**src/rtl/fetch_pc_unit_if.sv**
```systemverilog
// fetch_pc_unit_if
//   Bundles the fetch-stage handshake: hazard/redirect controls and BTB
//   update requests flow into the fetch unit; the fetch PC, BTB hit and
//   IF/ID latch contents flow out.
// Modports
//   master : the surrounding pipeline (drives controls, observes fetch state)
//   slave  : the fetch PC unit (consumes controls, drives fetch state)
// Signals
//   stall, mispredict, corrected_pc, prediction   fetch steering controls
//   upd_en, upd_pc, upd_target                    BTB write request
//   pc, btb_hit                                   current fetch PC and lookup result
//   pc_d, pred_d, valid_d                         IF/ID latch
interface fetch_pc_unit_if #(
  parameter int PC_W = 8
);
  logic            stall;
  logic            mispredict;
  logic [PC_W-1:0] corrected_pc;
  logic            prediction;
  logic            upd_en;
  logic [PC_W-1:0] upd_pc;
  logic [PC_W-1:0] upd_target;
  logic [PC_W-1:0] pc;
  logic            btb_hit;
  logic [PC_W-1:0] pc_d;
  logic            pred_d;
  logic            valid_d;

  modport master (
    output stall, mispredict, corrected_pc, prediction,
    output upd_en, upd_pc, upd_target,
    input  pc, btb_hit, pc_d, pred_d, valid_d
  );

  modport slave (
    input  stall, mispredict, corrected_pc, prediction,
    input  upd_en, upd_pc, upd_target,
    output pc, btb_hit, pc_d, pred_d, valid_d
  );
endinterface

```
**src/rtl/fetch_pc_unit.sv**
```systemverilog
// fetch_pc_unit
//   Fetch-stage next-PC generator. Holds the fetch PC and a direct-mapped
//   branch target buffer, steers fetch with the BPU prediction gated by a
//   BTB hit, redirects on a mispredict, and registers the fetch PC and the
//   effective taken prediction into the IF/ID latch.
// Ports
//   clk    : clock, all state updates on the rising edge
//   reset  : synchronous active-high reset
//   bus    : fetch_pc_unit_if.slave (controls in, fetch PC / IF/ID out)
//   perf_mispred, perf_btb_taken : saturating 16-bit event counters, present
//            only when FETCH_PERF_CNT_EN is defined
// Configuration
//   FETCH_PERF_CNT_EN : adds the performance counters; when undefined the
//            counters and their ports do not exist.
module fetch_pc_unit #(
  parameter int              PC_W     = 8,
  parameter int              IDX_W    = 4,
  parameter logic [PC_W-1:0] RESET_PC = '0
) (
  input  logic                 clk,
  input  logic                 reset,
`ifdef FETCH_PERF_CNT_EN
  output logic [15:0]          perf_mispred,
  output logic [15:0]          perf_btb_taken,
`endif
  fetch_pc_unit_if.slave       bus
);

  localparam int ENTRIES = 1 << IDX_W;
  localparam int TAG_W   = PC_W - IDX_W;

  function automatic logic [15:0] sat_inc16(input logic [15:0] v);
    return (v == 16'hFFFF) ? v : v + 16'd1;
  endfunction

  // BTB storage: only the valid bits are control state and see reset.
  logic [ENTRIES-1:0] btb_vld;
  logic [TAG_W-1:0]   btb_tag [ENTRIES];
  logic [PC_W-1:0]    btb_tgt [ENTRIES];

  logic [PC_W-1:0]    pc_p0;
  logic [PC_W-1:0]    pc_p1;
  logic               pred_p1;
  logic               vld_p1;

  logic [IDX_W-1:0]   look_idx;
  logic [TAG_W-1:0]   look_tag;
  logic               hit;
  logic               take;
  logic [PC_W-1:0]    pc_next;
  logic [IDX_W-1:0]   upd_idx;

  // Stage p0: same-cycle BTB lookup and next-PC selection
  always_comb begin
    look_idx = pc_p0[IDX_W-1:0];
    look_tag = pc_p0[PC_W-1:IDX_W];
    hit      = btb_vld[look_idx] && (btb_tag[look_idx] == look_tag);
    // A taken prediction without a BTB target cannot be followed.
    take     = bus.prediction && hit;
    upd_idx  = bus.upd_pc[IDX_W-1:0];
    if (bus.mispredict) begin
      pc_next = bus.corrected_pc;
    end else if (bus.stall) begin
      pc_next = pc_p0;
    end else if (take) begin
      pc_next = btb_tgt[look_idx];
    end else begin
      // Natural width truncation wraps all-ones to zero.
      pc_next = pc_p0 + {{(PC_W-1){1'b0}}, 1'b1};
    end
  end

  always_ff @(posedge clk) begin
    if (reset) begin
      pc_p0 <= RESET_PC;
    end else begin
      pc_p0 <= pc_next;
    end
  end

  // Stage p1: IF/ID latch; a mispredict inserts a bubble even under stall
  always_ff @(posedge clk) begin
    if (reset) begin
      pc_p1   <= '0;
      pred_p1 <= 1'b0;
      vld_p1  <= 1'b0;
    end else if (bus.mispredict) begin
      pc_p1   <= '0;
      pred_p1 <= 1'b0;
      vld_p1  <= 1'b0;
    end else if (!bus.stall) begin
      pc_p1   <= pc_p0;
      pred_p1 <= take;
      vld_p1  <= 1'b1;
    end
  end

  // BTB write port: reads above see the pre-write contents this cycle.
  always_ff @(posedge clk) begin
    if (reset) begin
      btb_vld <= '0;
    end else if (bus.upd_en) begin
      btb_vld[upd_idx] <= 1'b1;
    end
  end

  always_ff @(posedge clk) begin
    if (!reset && bus.upd_en) begin
      btb_tag[upd_idx] <= bus.upd_pc[PC_W-1:IDX_W];
      btb_tgt[upd_idx] <= bus.upd_target;
    end
  end

`ifdef FETCH_PERF_CNT_EN
  always_ff @(posedge clk) begin
    if (reset) begin
      perf_mispred   <= '0;
      perf_btb_taken <= '0;
    end else begin
      if (bus.mispredict) begin
        perf_mispred <= sat_inc16(perf_mispred);
      end
      if (take && !bus.stall && !bus.mispredict) begin
        perf_btb_taken <= sat_inc16(perf_btb_taken);
      end
    end
  end
`endif

  assign bus.pc      = pc_p0;
  assign bus.btb_hit = hit;
  assign bus.pc_d    = pc_p1;
  assign bus.pred_d  = pred_p1;
  assign bus.valid_d = vld_p1;

endmodule

```
**src/flat_wrapper.sv**
```systemverilog
// flat-port wrapper written by rule: the top's interface ports become plain ports
module fetch_pc_unit_flat 
#(
  parameter int              PC_W     = 8,
  parameter int              IDX_W    = 4,
  parameter logic [PC_W-1:0] RESET_PC = '0
)
  (clk, reset, bus_stall, bus_mispredict, bus_corrected_pc, bus_prediction, bus_upd_en, bus_upd_pc, bus_upd_target, bus_pc, bus_btb_hit, bus_pc_d, bus_pred_d, bus_valid_d);
  fetch_pc_unit_if #(.PC_W(PC_W)) bus_i ();
  input  logic clk;
  input  logic reset;
  input wire logic [$bits(bus_i.stall)-1:0] bus_stall;
  input wire logic [$bits(bus_i.mispredict)-1:0] bus_mispredict;
  input wire logic [$bits(bus_i.corrected_pc)-1:0] bus_corrected_pc;
  input wire logic [$bits(bus_i.prediction)-1:0] bus_prediction;
  input wire logic [$bits(bus_i.upd_en)-1:0] bus_upd_en;
  input wire logic [$bits(bus_i.upd_pc)-1:0] bus_upd_pc;
  input wire logic [$bits(bus_i.upd_target)-1:0] bus_upd_target;
  output wire logic [$bits(bus_i.pc)-1:0] bus_pc;
  output wire logic [$bits(bus_i.btb_hit)-1:0] bus_btb_hit;
  output wire logic [$bits(bus_i.pc_d)-1:0] bus_pc_d;
  output wire logic [$bits(bus_i.pred_d)-1:0] bus_pred_d;
  output wire logic [$bits(bus_i.valid_d)-1:0] bus_valid_d;
  assign bus_i.stall = bus_stall;
  assign bus_i.mispredict = bus_mispredict;
  assign bus_i.corrected_pc = bus_corrected_pc;
  assign bus_i.prediction = bus_prediction;
  assign bus_i.upd_en = bus_upd_en;
  assign bus_i.upd_pc = bus_upd_pc;
  assign bus_i.upd_target = bus_upd_target;
  assign bus_pc = bus_i.pc;
  assign bus_btb_hit = bus_i.btb_hit;
  assign bus_pc_d = bus_i.pc_d;
  assign bus_pred_d = bus_i.pred_d;
  assign bus_valid_d = bus_i.valid_d;
  fetch_pc_unit #(.PC_W(PC_W), .IDX_W(IDX_W), .RESET_PC(RESET_PC)) u_core (.clk(clk), .reset(reset), .bus(bus_i));
endmodule
```
**config.mk**
```make
export PLATFORM = sky130hd
export DESIGN_NAME = fetch_pc_unit_flat
export DESIGN_NICKNAME = d
export VERILOG_FILES = /design/src/rtl/fetch_pc_unit_if.sv /design/src/rtl/fetch_pc_unit.sv /design/src/flat_wrapper.sv
export SDC_FILE = /design/constraint.sdc
export NUM_CORES = 1
export LEC_CHECK = 0
export CAP_MARGIN = 20
export CORE_UTILIZATION = 50
export CTS_CLUSTER_SIZE = 24
export DETAILED_ROUTE_END_ITERATION = 8
export PLACE_DENSITY = 0.68
export RECOVER_POWER = 25
export SYNTH_ARGS = -nofsm -noshare
export SYNTH_HDL_FRONTEND = slang
export SYNTH_SLANG_ARGS = --single-unit
```
**constraint.sdc**
```tcl
create_clock -name clk -period 6.3 [get_ports clk]
set_clock_uncertainty 0.1 [all_clocks]
set_input_delay 1.575 -clock clk [delete_from_list [all_inputs] [get_ports clk]]
set_output_delay 1.575 -clock clk [all_outputs]
set_load 0.01 [all_outputs]
```
**Word level (Yosys, flattened, before mapping)**

Memories as Yosys holds them, arrays and structs flattened. A register that Yosys moved wholly into a read port is not among the register bits.
Index checks and enable logic that the tools add are counted.

- Register bits: 34
- Bits in latches: 0
- Memory bits (writable): 192
- Bits in read-only memories: 0
- Bits of input ports: 30
- Word-level logic and storage cells: 33
- Memories kept: 2

Memories:

| memory | words | width | read ports | clocked after memory_dff | write ports | line | text |
|---|---|---|---|---|---|---|---|
| u_core.btb_tgt | 16 | 8 | 1 | 1 | 1 | fetch_pc_unit.sv:39 | `logic [PC_W-1:0] btb_tgt [ENTRIES];` |
| u_core.btb_tag | 16 | 4 | 1 | 1 | 1 | fetch_pc_unit.sv:38 | `logic [TAG_W-1:0] btb_tag [ENTRIES];` |

- Add/subtract/negate cells: 1
- Multipliers: 0
- Divide/modulo/power cells: 0
- $lt $le $gt $ge: 3
- Equality and inequality tests: 2
- Shift-type cells: 0
- Muxes and demuxes: 13
- Bitwise operators: 1
- Reductions and logical operators: 6

Operators by type and width:

| operator | number |
|---|---|
| two-way mux 8 bit | 3 |
| two-way mux 4 bit | 4 |
| OR 16 bit | 1 |
| less-than comparator 4 x 5 -> 1 bit (second input constant) | 2 |
| adder 8 x 1 -> 8 bit (second input constant) | 1 |
| binary-select mux 1 bit (select 4 bit) | 1 |
| demux 1 bit (select 4 bit) | 1 |
| equality test 4 bit | 1 |
| >= comparator 4 x 1 -> 1 bit (second input constant) | 1 |
| logical AND 1 bit | 4 |
| two-way mux 1 bit | 4 |
| inequality test 2 x 1 -> 1 bit (second input constant) | 1 |
| OR reduction 2 bit | 1 |
| logical NOT 1 bit | 1 |

**Longest topological paths before layout**

- Depth after elaboration: 9
- Depth in mapped cells: 11
- Depth with buffers taken out: 7

**Least setup slack after synthesis**

Ideal clock, no wire load.

- Path kind: flip-flop to output port
- Start: reg with a tool-made name
- End: out bus_btb_hit
- Arrival: 2.134 ns
- Required time: 4.625 ns
- Slack: 2.491 ns
- Stages on the path, launching flop included: 7
- Buffers on the path: 1
- Cell sequence: dfxtp_1 -> buf_6 -> mux4_1 -> mux4_2 -> xnor2_2 -> nand2_1 -> nor4_1

RTL lines:

| what | line | text |
|---|---|---|
| end: declaration | flat_wrapper.sv:20 | `output wire logic [$bits(bus_i.btb_hit)-1:0] bus_btb_hit;` |

==> out/metrics.yaml <==
cts_made_buffers: 23
busiest_layer: "met2"
synthFlopType: "edfxtp_1"
final_common_cell: "edfxtp_1"
hold_violations: 0
synth.top_cell.area_share_pct: 63.6
wl_per_cell_um: 24.5
hold_end: "u_core.btb_vld[8]"
ir_worst_vdd_mv: 0.264
syn_nets: 508
hold_path.class: "reg -> reg"
synth_top_family_by_area: "multiplexers"
path_clk_slew_ns: 0.06
synthSimpleGateAreaFrac_pct: 4.86
post_cts_buffers: 0
reg2regPathDepth: 7
gp_congestion: 0.794
setup_violations: 0
portBuffers: 48
syn_area_mm2: 0.00907
grtUsageTotal_pct: 21.7
seq_area_frac_synth_pct: 72.0
min_path_cells: 1
route.detailed.drc: 0
finalWirelength_um: 19200
core_mm2: 0.0175
cts_htree_levels: 1
cts_root_buffer: "clkbuf_16"
drv_slew: 0
postSynthCellCount: 477
fp.dieArea_mm2: 0.0187
grtUsageMet2_pct: 36.3
yosys-top-cells-area: "edfxtp_1 64%, mux4_2 14%, dfxtp_1 8.4%, mux2i_1 2.4%, a21o_1 1.4%"
path_class: "reg -> out"
crit_required_ns: 4.62
grt_pass1_vias: 4783
status: "finished clean"
finalNetCount: 572
grt_max_degree: 30
initial_core_util_pct: 51.9
rows: 48
endpoint_kind: "output port"
synthDistinctLibCells: 44
rsz0062_at_grt: "false"
async_reset_ff_share_pct: 0
synth-xor-area-share_pct: 0.373
grt_pass1_wl_um: 28900
drt_iter0_drc: 329
dr.pass1.iters: 6
synthMuxAreaShare_pct: 17.7
clock_path_buffers: 3
yosysTopAreaCell: "edfxtp_1"
ios: 49
antenna_found_initial: 0
hp-start: "u_core.btb_vld[8]"
critical_path_arrival_ns: 3.53
final_cell_mix: "192 x edfxtp_1, 56 x mux4_2, 39 x clkdlybuf4s50_1"
cts_hold_buf: 0
ys_ff_latch: 230
min_period_ns: 5.21
num_antenna_cells: 0
synth_edf_count: 192
met3_usage_pct: 3.63
use_met1_pct: 29.7
cap_violations: 0
powerDensity_mw_per_mm2: 309
post-place-ws_ns: 1.47
grt-ovfl-total: 0
cts_tree: "done"
avgSynthCellArea_um2: 19.0
dp_hpwl_um: 12000
ant_nets: 0
cts_resized: 0
timing.fmax_mhz: 192
p_leak_uw: 0.00355
r2r_slack_ns: 2.30
worstSetupStartpointType: "register"
vias: 4676
setup_ws_ns: 1.09
avgViaCountPerCell: 5.97
ys_warn_count: 0
synth_fa_ha_area_share_pct: 0.138
period_share_pct: 82.6
path_max_fanout: 29
syn2layout_area_growth_pct: 17.5
drive_gt1_share_pct: 21.5
chipHeight_um: 137
max_slew_margin_pct: 28.7
cts_sinks: 230
fin_tns_setup_ns: 0
die_width_um: 137
worst_pin_slew_ns: 1.07
clock_latency_ns: 0.51
synth-compound-area-share_pct: 3.20
power by group:
| group | total [µW] | leakage, µW | internal, µW | switching (µW) |
|---|---|---|---|---|
| logic | 203 | 0.00114 | 104 | 99.1 |
| clock network | 1390 | 0.000365 | 837 | 548 |
| registers | 1700 | 0.00204 | 1670 | 29.7 |
worst max-delay path by stage:
stage                  start               endpoint  slack, ns
floorplan           register            bus_btb_hit       2.49
global placement    register            bus_btb_hit       1.50
detailed placement     reset  u_core.btb_tag[14][3]       1.47
CTS                 register            bus_btb_hit       1.00
global route        register            bus_btb_hit       0.85
finish              register            bus_btb_hit       1.09
area by class of cell:
cell class,count,area [µm²]
Clock buffer,28,594
Clock inverter,14,176
Fill cell,1234,6820
Inverter,6,22.5
Multi-Input combinational cell,213,2420
Sequential cell,230,6530
Tap cell,225,282
Timing Repair Buffer,67,631
state kept, by name, summed over array words and instances, names as in the netlist, named ones only:
signal              cells
u_core.btb_tag         64
u_core.bus.pred_d       1
u_core.btb_tgt        128
u_core.bus.valid_d      1
u_core.bus.pc_d         8
u_core.bus.pc           8
u_core.btb_vld         16
cell usage after synthesis, types with 2 or more instances:
cell type and instances:
a211oi_1 2, a21o_1 17, a21oi_1 8, and3_1 6
buf_1 5, buf_2 11, buf_6 2, clkbuf_1 10
dfxtp_1 38, edfxtp_1 192, inv_1 6, mux2_2 2
mux2i_1 22, mux4_1 4, mux4_2 56, nand2_1 12
nand2b_1 4, nand3_1 5, nand3b_1 2, nand4_1 4
nor2_1 28, nor2b_1 2, nor3_1 7, nor4_1 7
o21ai_0 4, o311ai_0 2, o41a_1 2
through the flow:
| step | power [µW] | hold slack [ns] | util (%) | area (µm²) | instances |
|---|---|---|---|---|---|
| after global routing | 3380 | 0.363 | 61.0 | 10700 | 783 |
| after floorplan | 1850 | 0.321 | - | 9070 | 477 |
| after detailed placement | 1940 | 0.336 | 56.5 | 9870 | 740 |
| after global placement | 1930 | 0.328 | 56.4 | 9860 | 739 |
| final | 3290 | 0.349 | 61.0 | 10700 | 783 |
| after CTS | 3310 | 0.350 | 60.9 | 10600 | 782 |
cells by family after synthesis:
family                     Yosys count
xor gates and xnor gates             3
DFF                                230
buffers and inverters               34
muxes                               84
adders and majority gates            1
AOI/OAI and AO/OA                   41
and+or+nand+nor                     84
metal layers:
layer	up-vias	wire length [µm]
met5	-	0
met4	0	410
met3	34	1140
met2	182	9400
met1	2383	8210
li1	2077	-
worst max-delay path, stage by stage (launching register included):
cell             delay, ns
dfxtp_2               0.65
buf_4                 0.59
mux4_2                0.63
xnor2_2               0.19
nand2_1               0.08
nor4_1                0.27
clkdlybuf4s50_1       0.58
Power figures use the tool's default switching activity.
